--- src/rtl/morph_mode_ctrl_if.sv ---
// Mode-request handshake between host/key logic and the morphology controller.
interface morph_mode_ctrl_if;
  logic [1:0] mode_req;
  logic       mode_req_valid;
  logic       mode_req_ready;

  modport master (output mode_req, mode_req_valid, input mode_req_ready);
  modport slave  (input mode_req, mode_req_valid, output mode_req_ready);
endinterface

--- src/rtl/morph_mode_ctrl.sv ---
// Frame-synchronous mode controller for the erosion/dilation/bypass chain:
// applies mode requests at vsync, drives stage enables, flags malformed frames.
module morph_mode_ctrl #(
  parameter int H_ACT     = 640,
  parameter int V_ACT     = 480,
  parameter int DRAIN_CYC = 6
) (
  input  logic             sys_clk,
  input  logic             sys_rst_n,
  input  logic             pre_vsync,
  input  logic             pre_href,
  input  logic             wr_en,
  morph_mode_ctrl_if.slave req,
  output logic [1:0]       active_mode,
  output logic [1:0]       out_sel,
  output logic             ero_en,
  output logic             dil_en,
  output logic             frame_start,
  output logic             frame_done,
  output logic             frame_err,
  output logic [15:0]      frame_cnt
);
  localparam int          DW     = (DRAIN_CYC > 1) ? $clog2(DRAIN_CYC) : 1;
  localparam logic [11:0] H_W    = 12'(H_ACT);
  localparam logic [11:0] V_LAST = 12'(V_ACT - 1);
  localparam logic [DW-1:0] D_LAST = DW'(DRAIN_CYC - 1);

  typedef enum logic [1:0] {IDLE, ACTIVE, DRAIN, WAIT} state_t;

  state_t          state, nstate;
  logic            vsync_d, href_d, vs_rise, href_fall, in_frame, drain_done;
  logic            pending, accept, line_bad;
  logic [1:0]      pend_mode;
  logic [11:0]     pix_cnt, line_cnt;
  logic [DW-1:0]   drain_cnt;

  assign vs_rise            = pre_vsync & ~vsync_d;
  assign href_fall          = ~pre_href & href_d;
  assign in_frame           = (state == ACTIVE) || (state == DRAIN);
  assign req.mode_req_ready = ~pending;
  assign accept             = req.mode_req_valid & ~pending;
  assign out_sel            = active_mode;

  always_ff @(posedge sys_clk or negedge sys_rst_n)
    if (!sys_rst_n) state <= IDLE;
    else            state <= nstate;

  // vs_rise wins over every other transition: a sync mid-frame restarts the frame.
  always_comb begin
    nstate     = state;
    drain_done = 1'b0;
    case (state)
      IDLE, WAIT: if (vs_rise) nstate = ACTIVE;
      ACTIVE: begin
        if (vs_rise) nstate = ACTIVE;
        else if (href_fall && line_cnt == V_LAST) nstate = DRAIN;
      end
      DRAIN: begin
        if (vs_rise) nstate = ACTIVE;
        else if (drain_cnt == D_LAST) begin
          nstate     = WAIT;
          drain_done = 1'b1;
        end
      end
      default: nstate = IDLE;
    endcase
  end

  // vsync_d resets high so a sync already asserted at reset release is not an edge.
  always_ff @(posedge sys_clk or negedge sys_rst_n)
    if (!sys_rst_n) begin
      vsync_d     <= 1'b1;
      href_d      <= 1'b0;
      pending     <= 1'b0;
      pend_mode   <= 2'b00;
      active_mode <= 2'b00;
      ero_en      <= 1'b0;
      dil_en      <= 1'b0;
      frame_start <= 1'b0;
      frame_done  <= 1'b0;
      frame_err   <= 1'b0;
      frame_cnt   <= 16'd0;
      pix_cnt     <= 12'd0;
      line_cnt    <= 12'd0;
      line_bad    <= 1'b0;
      drain_cnt   <= '0;
    end else begin
      vsync_d     <= pre_vsync;
      href_d      <= pre_href;
      frame_start <= vs_rise;
      frame_done  <= drain_done;
      frame_err   <= (vs_rise & in_frame) | (drain_done & line_bad);
      ero_en      <= in_frame & active_mode[0];
      dil_en      <= in_frame & active_mode[1];
      if (drain_done) frame_cnt <= frame_cnt + 16'd1;

      // A request accepted on the vs_rise cycle has pending=0 here, so it waits a frame.
      if (vs_rise && pending) begin
        active_mode <= pend_mode;
        pending     <= 1'b0;
      end else if (accept) begin
        pend_mode <= req.mode_req;
        pending   <= 1'b1;
      end

      if (vs_rise) begin
        pix_cnt  <= 12'd0;
        line_cnt <= 12'd0;
        line_bad <= 1'b0;
      end else if (state == ACTIVE) begin
        if (href_fall) begin
          if (pix_cnt != H_W) line_bad <= 1'b1;
          pix_cnt <= 12'd0;
          if (line_cnt != '1) line_cnt <= line_cnt + 12'd1;
        end else if (wr_en && pre_href && pix_cnt != '1) begin
          pix_cnt <= pix_cnt + 12'd1;
        end
      end

      drain_cnt <= (state == DRAIN && !vs_rise) ? drain_cnt + 1'b1 : '0;
    end
endmodule

--- src/flat_wrapper.sv ---
// flat-port wrapper written by rule: the top's interface ports become plain ports
module morph_mode_ctrl_flat 
#(
  parameter int H_ACT     = 640,
  parameter int V_ACT     = 480,
  parameter int DRAIN_CYC = 6
)
  (sys_clk, sys_rst_n, pre_vsync, pre_href, wr_en, active_mode, out_sel, ero_en, dil_en, frame_start, frame_done, frame_err, frame_cnt, req_mode_req, req_mode_req_valid, req_mode_req_ready);
  morph_mode_ctrl_if req_i ();
  input  logic sys_clk;
  input  logic sys_rst_n;
  input  logic pre_vsync;
  input  logic pre_href;
  input  logic wr_en;
  output logic [1:0] active_mode;
  output logic [1:0] out_sel;
  output logic ero_en;
  output logic dil_en;
  output logic frame_start;
  output logic frame_done;
  output logic frame_err;
  output logic [15:0] frame_cnt;
  input wire logic [$bits(req_i.mode_req)-1:0] req_mode_req;
  input wire logic [$bits(req_i.mode_req_valid)-1:0] req_mode_req_valid;
  output wire logic [$bits(req_i.mode_req_ready)-1:0] req_mode_req_ready;
  assign req_i.mode_req = req_mode_req;
  assign req_i.mode_req_valid = req_mode_req_valid;
  assign req_mode_req_ready = req_i.mode_req_ready;
  morph_mode_ctrl #(.H_ACT(H_ACT), .V_ACT(V_ACT), .DRAIN_CYC(DRAIN_CYC)) u_core (.sys_clk(sys_clk), .sys_rst_n(sys_rst_n), .pre_vsync(pre_vsync), .pre_href(pre_href), .wr_en(wr_en), .req(req_i), .active_mode(active_mode), .out_sel(out_sel), .ero_en(ero_en), .dil_en(dil_en), .frame_start(frame_start), .frame_done(frame_done), .frame_err(frame_err), .frame_cnt(frame_cnt));
endmodule
--- config.mk ---
export PLATFORM = sky130hd
export DESIGN_NAME = morph_mode_ctrl_flat
export DESIGN_NICKNAME = d
export VERILOG_FILES = /design/src/rtl/morph_mode_ctrl_if.sv /design/src/rtl/morph_mode_ctrl.sv /design/src/flat_wrapper.sv
export SDC_FILE = /design/constraint.sdc
export NUM_CORES = 1
export LEC_CHECK = 0
export ABC_CLOCK_PERIOD_IN_PS = 3100
export CAP_MARGIN = 20
export CORE_MARGIN = 8
export CORE_UTILIZATION = 35
export CTS_CLUSTER_DIAMETER = 120
export DETAILED_ROUTE_END_ITERATION = 7
export GPL_TIMING_DRIVEN = 0
export PLACE_DENSITY = 0.57
export SYNTH_ARGS = -nofsm -noshare
export SYNTH_HDL_FRONTEND = slang
export SYNTH_SLANG_ARGS = --single-unit
--- constraint.sdc ---
create_clock -name sys_clk -period 3.1 [get_ports sys_clk]
set_clock_uncertainty 0.2 [all_clocks]
set_input_delay 0.465 -clock sys_clk [delete_from_list [all_inputs] [get_ports sys_clk]]
set_output_delay 0.465 -clock sys_clk [all_outputs]
set_load 0.02 [all_outputs]
==> impl_summary.log, run 1 <==
INFO  metric cap_viol_max_count = 0
INFO  metric global_route_wire_length_before_repair = 11900 um
INFO  metric numPortBuffers = 33
INFO  metric layout_worst_path_cycle_share = 76.3%
INFO  metric critPathLaunch = pre_vsync
INFO  metric total_of_flip_flops_plus_latches_after_synthesis = 58
INFO  metric setup_viol_count_final = 0
INFO  metric io-pin-count = 34
INFO  metric postLayoutSetupSlackWorst = 0.733 ns
INFO  metric reg2reg_slack = 0.77 ns
INFO  metric post-dp-hpwl = 4970 um
INFO  metric worstPathMaxFanout = 10
INFO  metric clkLatencyLatePin = 0.33 ns
INFO  metric path_class = input pin to flop
INFO  metric floorplan.die.width = 109 um
INFO  metric outcome = finished clean
INFO  metric wl = 6920 um
INFO  metric clock.fmax = 423 MHz
INFO  metric n_fill_cell = 820
INFO  metric floorplan.core_area = 8550 um2
INFO  metric cts.reportedPaths.clkPinSlew = 0.06 ns
INFO  metric cts-buffers-inserted = 9
INFO  metric die_y = 109 um
INFO  metric ys_seq_area_share = 48.1%
INFO  metric rsz_0062_raised_after_global_routing = false
INFO  metric report.final.slew_viol_count = 0
INFO  metric critical_path.endpoint_type = flop
INFO  metric timing.final.hold_violations = 0
INFO  metric grt.overflow.total = 0
INFO  metric grt_start_max_net_pins = 39
INFO  metric cts-htree-levels = 3
INFO  metric yosys_warns = 0
INFO  metric start_of_the_worst_register_to_register_path = u_core.state[1]
INFO  metric synthesis.instances = 302
INFO  metric number_of_vias_per_cell_after_detailed_routing = 5.28
INFO  metric tritoncts_num_sinks = 58
INFO  metric post_synth_instance_area = 3020 um2
INFO  metric timing.critical_path.arrival = 2.40 ns
INFO  metric cts_tree = built
INFO  metric finalSetupTns = 0 ns
INFO  metric cp.required = 3.14 ns
INFO  metric max_slew.worst_pin.slew = 0.697 ns
INFO  metric synth_nets = 318
INFO  metric detail-route-antenna-nets = 0
INFO  metric crit_path_start_kind = input pin
INFO  metric slew_headroom = 53.2%
INFO  metric cts.root.buffer_cell = clkbuf_8
INFO  metric final_period_minus_worst_setup_slack = 2.37 ns
INFO  metric drt_pre_antenna_iters = 4
INFO  metric placementRows = 34
INFO  metric postSynthAreaPerCell = 10.0 um2
INFO  metric via_count_of_the_first_global_routing_pass = 2385
INFO  metric yosys.cell_types.count = 54
INFO  metric initial_utilization = 35.4%
INFO  metric depth_of_the_worst_register_to_register_path = 7
INFO  metric timing.hold.worst.class = flop to flop
INFO  metric gpl.final_weighted_congestion = 0.867
INFO  metric drc = 0
INFO  metric mean_routed_wirelength_per_cell = 15.0 um
INFO  metric via_count = 2434
INFO  metric finalNetCount = 364
INFO  metric grt_antenna_before_repair = 0
INFO  metric worst_r2r_endpoint = u_core.pix_cnt[2]
INFO  metric async_flop_share = 100%
INFO  metric endpoint = u_core.line_cnt[4]
INFO  metric synthToLayoutAreaGrowth = 24.5%
INFO  metric initialDrtViolationCount = 62
INFO  metric power-per-cell-area = 649 nW/um2
INFO  metric global_route.usage.total = 12.6%
INFO  metric synth-edff-count = 0
INFO  metric total_leakage_power = 1.55 nW
INFO  metric dpl_worst_slack = 0.367 ns
INFO  metric floorplan.die_area = 11900 um2
INFO  metric vdd_ir_drop_max = 301 uV
INFO  metric synth_top_flop_cell = dfrtp_1
INFO  metric clockBufferDepth = 2
INFO  metric diodes = 0
INFO  metric drive_above_1_share = 12.2%
[synth_stat cells (3+ instances only)]
library cell   n  share of area [%]
nor4_1         4               0.83
nor2_1        17                2.1
nor3_1        12                2.0
xor2_1        10                2.9
a21oi_1        8                1.3
or4_1          6                1.5
nor2b_1        4               0.83
mux2_2         5                1.9
o211ai_1       7                1.7
ha_1           8                3.3
o221ai_1       3               0.87
or3_1          4               0.83
and3_1         3               0.62
nand4_1       11                2.3
o21ai_0        6               0.99
mux2i_1        3               0.99
dfrtp_1       57                 47
xnor2_1        6                1.7
inv_1         21                2.6
a31oi_1        6                1.2
clkbuf_1       3               0.37
nand3_1       24                4.0
nand2_1       24                3.0
nand3b_1       3               0.74
o22ai_1        3               0.62
[layout by cell type (no fill, tap or decap), drive strengths merged, types with 4 or more instances in the layout]
cell	Yosys	routed
or4	8	8
xnor2	6	6
dfrtp	57	57
o21ai	6	6
buf	6	8
nand2	24	24
or3	5	5
nor2	17	17
o211ai	7	7
mux2	5	5
nand3	24	24
xor2	10	10
a31oi	6	6
nor3	14	14
ha	8	8
nor2b	4	4
a21oi	8	8
clkbuf	3	14
nor4	5	5
clkdlybuf4s50	0	32
inv	23	23
nand4	12	12
[worst max-delay path, cell delays in order]
cell and delay [ns]:
clkdlybuf4s50_1 0.46, nand2b_4 0.14, inv_2 0.06, buf_6 0.14
nor3_1 0.58, a21boi_0 0.32, o21ai_0 0.23
[worst min-delay path by stage]
stage | startpoint | slack [ns] | cells past startpoint | to
floorplan | sys_rst_n | -0.03 | 0 | u_core.active_mode[0]
global placement | u_core.frame_cnt[15] | 0.26 | 1 | u_core.frame_cnt[15]
detailed placement | u_core.frame_cnt[15] | 0.26 | 1 | u_core.frame_cnt[15]
CTS | u_core.frame_cnt[15] | 0.27 | 1 | u_core.frame_cnt[15]
global route | u_core.frame_cnt[15] | 0.28 | 1 | u_core.frame_cnt[15]
finish | u_core.frame_cnt[15] | 0.26 | 1 | u_core.frame_cnt[15]
[where the power goes]
group	total (mW)	switching [mW]	internal, mW
registers	0.993	0.118	0.875
logic	0.582	0.313	0.268
clock network	0.867	0.292	0.575
[sequential cells by signal, indices dropped and copies added, names as in the netlist, 2 cells and up]
| name | count |
|---|---|
| u_core.frame_cnt | 16 |
| u_core.line_cnt | 12 |
| u_core.pix_cnt | 12 |
| u_core.drain_cnt | 3 |
| u_core.active_mode | 2 |
| u_core.pend_mode | 2 |
| u_core.state | 2 |
[what timing repair did]
action / in CTS / in global routing
hold buffers: 1 / 0
resized for setup: 0 / 0
setup buffers: 0 / 0
endpoints found under the hold margin: 19 / 0
[metal layers]
layer | track usage (%) | part of all wire [%] | wire, um | vias up
met5 | 0 | 0 | 0 | -
met4 | 4.59 | 0.93 | 64 | 0
met3 | 3.19 | 3.6 | 249 | 6
met2 | 20.3 | 48 | 3320 | 38
met1 | 15.9 | 48 | 3290 | 1195
li1 | - | - | - | 1195
[area by class of cell]
type                    instances  area (um2)  area share, %
flip-flops and latches         58        1450           38.6
inverters                      23        86.3           2.29
plain buffers                   9        58.8           1.56
multi-input cells             212        1430           37.9
well taps                     108         135           3.59
clock inverters                 5         100           2.66
clock buffers                  11         151           4.02
repair buffers                 35         355           9.44
[cell families (layout without fill, tap and decap cells)]
kind of cell / Yosys count / count (layout) / synth area share (%)
buf+inv: 32 / 83 / 4.80
simple gates: 132 / 132 / 25.3
compound gates: 48 / 48 / 11.1
mux: 8 / 8 / 2.86
flops: 58 / 58 / 48.1
xor+xnor: 16 / 16 / 4.64
fa+ha+maj: 8 / 8 / 3.31
[per-stage QoR]
step	instances	hold WS, ns	area (um2)	utilization, %	power, mW
6_report	461	0.265	3760	44.0	2.44
5_1_grt	461	0.280	3760	44.0	2.59
4_1_cts	461	0.272	3760	44.0	2.48
3_5_place_dp	444	0.263	3500	41.0	1.59
3_3_place_gp	443	0.259	3490	40.8	1.57
2_1_floorplan	302	-0.0306	3020	-	1.36
Note: power is estimated with default switching activity, not from simulation.
==> run 2: changes to the inputs <==
--- a/config.mk
+++ b/config.mk
@@ -5,14 +5,14 @@
 export SDC_FILE = /design/constraint.sdc
 export NUM_CORES = 1
 export LEC_CHECK = 0
-export ABC_CLOCK_PERIOD_IN_PS = 3100
+export ABC_CLOCK_PERIOD_IN_PS = 2000
 export CAP_MARGIN = 20
 export CORE_MARGIN = 8
 export CORE_UTILIZATION = 35
 export CTS_CLUSTER_DIAMETER = 120
 export DETAILED_ROUTE_END_ITERATION = 7
 export GPL_TIMING_DRIVEN = 0
-export PLACE_DENSITY = 0.57
+export PLACE_DENSITY = 0.59
 export SYNTH_ARGS = -nofsm -noshare
 export SYNTH_HDL_FRONTEND = slang
 export SYNTH_SLANG_ARGS = --single-unit
==> constraint.sdc (replaced) <==
create_clock -name sys_clk -period 2 [get_ports sys_clk]
set_clock_uncertainty 0.2 [all_clocks]
set_input_delay 0.3 -clock sys_clk [delete_from_list [all_inputs] [get_ports sys_clk]]
set_output_delay 0.3 -clock sys_clk [all_outputs]
set_load 0.02 [all_outputs]
==> run 2 against run 1 <==
Effect of this change:
- design area is 7.4% higher
- sequential cell count stayed put
- critical path depth is 2 lower
- sequential share of layout area is 2.5 points lower
- die area stayed put
- first-iteration DRC count is 16% higher
- clock power is 34% higher
- largest power group unchanged
==> impl_summary.log, run 2 (synthesis results as in run 1) <==
INFO  metric via_count_of_the_first_global_routing_pass = 2495 (+4.6%)
INFO  metric mean_routed_wirelength_per_cell = 15.5 um (+3.6%)
INFO  metric setup_viol_count_final = 0 (unchanged)
INFO  metric cap_viol_max_count = 0 (unchanged)
INFO  metric final_period_minus_worst_setup_slack = 2.00 ns
INFO  metric crit_path_start_kind = flop
INFO  metric wl = 7350 um (+6.3%)
INFO  metric worstPathMaxFanout = 6 (-4)
INFO  metric n_fill_cell = 811 (-1.1%)
INFO  metric floorplan.die_area = 11900 um2 (unchanged)
INFO  metric critical_path.endpoint_type = flop
INFO  metric drc = 0 (unchanged)
INFO  metric total_leakage_power = 1.67 nW (+7.7%)
INFO  metric vdd_ir_drop_max = 325 uV (+7.8%)
INFO  metric biggestRegsByFlops = u_core.frame_cnt x16, u_core.line_cnt x12, u_core.pix_cnt x12
INFO  metric post-route-cell-area = 4040 um2 (+7.4%)
INFO  metric cts_tree = built
INFO  metric report.final.slew_viol_count = 0 (unchanged)
INFO  metric post-dp-hpwl = 4940 um (-0.60%)
INFO  metric cts.reportedPaths.clkPinSlew = 0.07 ns (about the same)
INFO  metric clkLatencyLatePin = 0.33 ns (about the same)
INFO  metric diodes = 0 (unchanged)
INFO  metric io-pin-count = 34 (unchanged)
INFO  metric grt.overflow.total = 0 (unchanged)
INFO  metric numPortBuffers = 33 (unchanged)
INFO  metric power-per-cell-area = 928 nW/um2 (+43%)
INFO  metric cts.root.buffer_cell = clkbuf_8
INFO  metric die_y = 109 um (unchanged)
INFO  metric timing.final.hold_violations = 0 (unchanged)
INFO  metric regMostFlops = u_core.frame_cnt
INFO  metric timing.critical_path.arrival = 1.99 ns (-0.41 ns)
INFO  metric number_of_vias_per_cell_after_detailed_routing = 5.34 (+1.2%)
INFO  metric global_route.usage.total = 12.7% (+0.15 points)
INFO  metric crit_slowest_cell = dfstp_2
INFO  metric total_power = 3.75 mW (+54%)
INFO  metric holdWs = 0.259 ns (-0.00546 ns)
INFO  metric max_slew.worst_pin.slew = 0.564 ns (-0.133 ns)
INFO  metric via_count = 2527 (+3.8%)
INFO  metric placementRows = 34 (unchanged)
INFO  metric worstPathCellList = nand2b_4 -> inv_4 -> or3_4 -> o31ai_4 -> o22ai_2
INFO  metric global_route_wire_length_before_repair = 12100 um (+1.8%)
INFO  metric clock.fmax = 500 MHz
INFO  metric timing.hold.worst.class = input pin to flop
INFO  metric largest_register_ffs = 16 (unchanged)
INFO  metric clockBufferDepth = 2 (unchanged)
INFO  metric synthToLayoutAreaGrowth = 33.8%
INFO  metric detail-route-antenna-nets = 0 (unchanged)
INFO  metric layout_worst_path_cycle_share = 100%
INFO  metric floorplan.core_area = 8550 um2 (unchanged)
INFO  metric slew_headroom = 62.4% (+9.2 points)
INFO  metric finalNetCount = 376 (+3.3%)
INFO  metric cts-buffers-inserted = 9 (unchanged)
INFO  metric cp.required = 1.99 ns (-1.15 ns)
INFO  metric tritoncts_num_sinks = 58 (unchanged)
INFO  metric outcome = finished clean
INFO  metric gpl.final_weighted_congestion = 0.874 (+0.81%)
INFO  metric initialDrtViolationCount = 72 (+16%)
INFO  metric floorplan.die.width = 109 um (unchanged)
INFO  metric rsz_0062_raised_after_global_routing = true
INFO  metric placed_cell_area = 3510 um2 (about the same)
INFO  metric grt_antenna_before_repair = 0 (unchanged)
INFO  metric initial_utilization = 35.4% (unchanged)
INFO  metric drt_pre_antenna_iters = 5 (+1)
INFO  metric grt_start_max_net_pins = 37 (-5.1%)
INFO  metric path_class = flop to flop
INFO  metric layout_commonest_cell = dfrtp_1
INFO  metric drive_above_1_share = 23.6% (+11 points)
INFO  metric layout_common_cells = dfrtp_1, clkdlybuf4s50_1, nand2_1, nand3_1, inv_1
INFO  metric cpPeakStageDelay = 0.52 ns (-0.06 ns)
INFO  metric cts-htree-levels = 3 (unchanged)
==> run 2: worst paths after layout <==
kind                                     start                    to  slack [ns]  depth (start not counted)
max reg2reg                     u_core.vsync_d    u_core.line_cnt[2]      0.0006                          5
min                                  pre_vsync        u_core.vsync_d        0.26                          1
min in group asynchronous            sys_rst_n  u_core.frame_cnt[10]        0.29                          2
min reg2reg                u_core.drain_cnt[0]   u_core.drain_cnt[0]        0.28                          1
max                             u_core.vsync_d    u_core.line_cnt[2]      0.0006                          5
max in group asynchronous            sys_rst_n        u_core.vsync_d        0.66                          3
==> run 2: timing repair <==
item / 4_1_cts / 5_1_grt
hold buffers: 1 / 0
resized for setup: 22 / 35
pin swaps: 7 / 13
endpoints found under the hold margin: 22 / 0
setup buffers: 4 / 9
endpoints found under the setup margin: 36 / 36
==> run 2: worst max-delay path, delay by kind of cell, from the launching register on <==
kind,cells,cell delay [ns]
AND/OR/NAND/NOR,2,0.51
flip-flops,1,0.52
buffers and inverters,1,0.05
AO/OA/AOI/OAI,2,0.58
==> run 2: through the flow <==
stage	utilization (%)	setup slack, ns	setup TNS (ns)	cells
2_1_floorplan	-	0.00438	0	302
3_3_place_gp	40.8	-1.48	-99.50	443
3_5_place_dp	41.0	-0.517	-15.27	444
4_1_cts	45.0	-0.0374	-0.0502	464
5_1_grt	47.3	-0.0748	-0.514	473
6_report	47.3	0.000616	0	473
==> run 2: report_power, final <==
group | total, mW | switching, mW | leakage, nW | internal [mW]
clock network | 1.16 | 0.480 | 0.112 | 0.675
logic | 1.04 | 0.525 | 0.824 | 0.515
registers | 1.56 | 0.199 | 0.732 | 1.36
==> run 2: cell type report <==
class	count	area (um2)	area share, %
Clock buffer	12	165	4.08
Buffer	8	58.8	1.45
Sequential cell	58	1460	36.0
Inverter	23	88.8	2.20
Timing Repair Buffer	48	462	11.4
Tap cell	108	135	3.34
Multi-Input combinational cell	212	1630	40.3
Clock inverter	4	48.8	1.21
==> run 2: layer usage <==
layer  part of all wire (%)  vias to the layer above  global-route usage [%]
met5                      0                        -                       0
met4                    1.7                        0                    5.67
met3                    5.1                       14                    3.72
met2                     48                       54                    19.3
met1                     45                     1228                    16.4
li1                       -                     1231                       -
==> run 3: changes to the inputs <==
--- a/config.mk
+++ b/config.mk
@@ -16,3 +16,4 @@
 export SYNTH_ARGS = -nofsm -noshare
 export SYNTH_HDL_FRONTEND = slang
 export SYNTH_SLANG_ARGS = --single-unit
+export TNS_END_PERCENT = 10
==> run 3 against run 2 <==
Effect of this change:
- the flow now finishes with violations (setup timing)
- sequential power about the same
- critical endpoint is now u_core.frame_cnt[14]
- maximum frequency fell by 0.64%
- non-clock buffer count decreased by 5
- critical path type unchanged
==> impl_summary.log, run 3 (synthesis results as in run 1) <==
INFO  metric outcome = finished with violations
INFO  metric failed_checks = setup timing
INFO  metric largest_register_ffs = 16 (unchanged)
INFO  metric post-dp-hpwl = 4940 um (unchanged)
INFO  metric cts_tree = built
INFO  metric worst_path_dominant_cell_family = simple AND/OR/NAND/NOR gates
INFO  metric clockBufferDepth = 2 (unchanged)
INFO  metric via_count_of_the_first_global_routing_pass = 2497 (+0.080%)
INFO  metric tritoncts_num_sinks = 58 (unchanged)
INFO  metric setup_viol_count_final = 3 (+3)
INFO  metric timing.hold.worst.class = input pin to flop
INFO  metric floorplan.core_area = 8550 um2 (unchanged)
INFO  metric cts.reportedPaths.clkPinSlew = 0.07 ns (about the same)
INFO  metric global_route_wire_length_before_repair = 12100 um (unchanged)
INFO  metric crit_slowest_cell = dfstp_2
INFO  metric clock.fmax = 497 MHz (-0.64%)
INFO  metric final_period_minus_worst_setup_slack = 2.01 ns (+0.0130 ns)
INFO  metric worstPathMaxFanout = 10 (+4)
INFO  metric initialDrtViolationCount = 105 (+46%)
INFO  metric regMostFlops = u_core.frame_cnt
INFO  metric layout_commonest_cell = dfrtp_1
INFO  metric critical_path.n_buffers_inverters = 2 (+1)
INFO  metric report.final.slew_viol_count = 0 (unchanged)
INFO  metric layout_worst_path_cycle_share = 101% (+0.65 points)
INFO  metric total_power = 3.74 mW (-0.29%)
INFO  metric timing.final.hold_violations = 0 (unchanged)
INFO  metric drive_above_1_share = 21.7% (-1.9 points)
INFO  metric detail-route-antenna-nets = 0 (unchanged)
INFO  metric synthToLayoutAreaGrowth = 31.0%
INFO  metric floorplan.die_area = 11900 um2 (unchanged)
INFO  metric crit_path_start_kind = flop
INFO  metric vdd_ir_drop_max = 330 uV (+1.4%)
INFO  metric global_route.usage.total = 12.7% (about the same)
INFO  metric grt_antenna_before_repair = 0 (unchanged)
INFO  metric max_slew.worst_pin.slew = 0.574 ns (+0.00971 ns)
INFO  metric cts-buffers-inserted = 9 (unchanged)
INFO  metric finalSetupTns = -0.0246 ns (-0.0246 ns)
INFO  metric biggestRegsByFlops = u_core.frame_cnt x16, u_core.line_cnt x12, u_core.pix_cnt x12
INFO  metric timing.critical_path.arrival = 2.07 ns (+0.08 ns)
INFO  metric clkLatencyLatePin = 0.34 ns (about the same)
INFO  metric dpl_worst_slack = -0.517 ns (unchanged)
INFO  metric cpPeakStageDelay = 0.51 ns (about the same)
INFO  metric gpl.final_weighted_congestion = 0.874 (unchanged)
INFO  metric via_count = 2511 (-0.63%)
INFO  metric io-pin-count = 34 (unchanged)
INFO  metric mean_routed_wirelength_per_cell = 15.2 um (-2.4%)
INFO  metric cts-htree-levels = 3 (unchanged)
INFO  metric total_leakage_power = 1.63 nW (-2.5%)
INFO  metric rsz_0062_raised_after_global_routing = true
INFO  metric slew_headroom = 61.8% (-0.65 points)
INFO  metric placementRows = 34 (unchanged)
INFO  metric grt.overflow.total = 0 (unchanged)
INFO  metric layout_common_cells = dfrtp_1, clkdlybuf4s50_1, nand2_1, nand3_1, inv_1
INFO  metric drt_pre_antenna_iters = 4 (-1)
INFO  metric cts.root.buffer_cell = clkbuf_8
INFO  metric cap_viol_max_count = 0 (unchanged)
INFO  metric finalNetCount = 371 (-1.3%)
INFO  metric wl = 7100 um (-3.4%)
INFO  metric drc = 0 (unchanged)
INFO  metric die_y = 109 um (unchanged)
INFO  metric postLayoutSetupSlackWorst = -0.0123 ns (-0.0130 ns)
INFO  metric numPortBuffers = 33 (unchanged)
INFO  metric worstPathCellList = nand2b_4 -> inv_4 -> buf_6 -> or4_4 -> nor3_2 -> xnor2_1
INFO  metric critical_path.endpoint_type = flop
INFO  metric n_fill_cell = 817 (+0.74%)
INFO  metric floorplan.die.width = 109 um (unchanged)
INFO  metric number_of_vias_per_cell_after_detailed_routing = 5.37 (+0.43%)
INFO  metric power-per-cell-area = 945 nW/um2 (+1.8%)
INFO  metric cp.required = 2.06 ns (+0.07 ns)
INFO  metric path_class = flop to flop
INFO  metric diodes = 0 (unchanged)
INFO  metric grt_start_max_net_pins = 37 (unchanged)
INFO  metric initial_utilization = 35.4% (unchanged)
## run 3: power breakdown
group | switching [mW] | leakage (nW) | internal (mW)
sequential | 0.192 | 0.733 | 1.36
clock | 0.478 | 0.112 | 0.675
combinational | 0.526 | 0.782 | 0.514
total | 1.20 | 1.63 | 2.55
## run 3: through the flow
| stage | area, um2 | std cells | hold WS (ns) | utilization [%] |
|---|---|---|---|---|
| after floorplan | 3030 | 302 | -0.196 | - |
| after global placement | 3490 | 443 | 0.252 | 40.8 |
| after detailed placement | 3510 | 444 | 0.132 | 41.0 |
| after CTS | 3860 | 465 | 0.240 | 45.1 |
| after global routing | 3960 | 468 | 0.250 | 46.3 |
| final | 3960 | 468 | 0.258 | 46.3 |
## run 3: path summary, 6_finish.rpt
path / start / end / slack [ns] / cells after the start
max: u_core.vsync_d / u_core.frame_cnt[14] / -0.01 / 6
min: pre_vsync / u_core.vsync_d / 0.26 / 1
max reg2reg: u_core.vsync_d / u_core.frame_cnt[14] / -0.01 / 6
min reg2reg: u_core.frame_cnt[15] / u_core.frame_cnt[15] / 0.28 / 1
max in group asynchronous: sys_rst_n / u_core.vsync_d / 0.65 / 3
min in group asynchronous: sys_rst_n / u_core.pix_cnt[11] / 0.29 / 2
## run 3: routing by layer
metal	vias to the layer above	share of wire, %	global-route usage (%)
met5	-	0	0
met4	0	1.6	5.67
met3	12	6.0	3.72
met2	67	47	19.4
met1	1220	46	16.3
li1	1212	-	-
## run 3: timing repair
action	4_1_cts	5_1_grt
setup buffers	4	4
pin swaps	8	4
endpoints found under the hold margin	22	0
gates resized for setup	21	29
setup endpoints to repair	36	37
hold buffers	1	0
## run 3: area by class of cell
class / instances / area [um2] / share of cell area (%)
inverter: 23 / 91.3 / 2.31
multi-input combinational: 212 / 1590 / 40.1
timing repair buffer: 43 / 415 / 10.5
sequential: 58 / 1460 / 36.8
tap: 108 / 135 / 3.41
clock inverter: 4 / 48.8 / 1.23
clock buffer: 12 / 165 / 4.17
buffer: 8 / 58.8 / 1.48
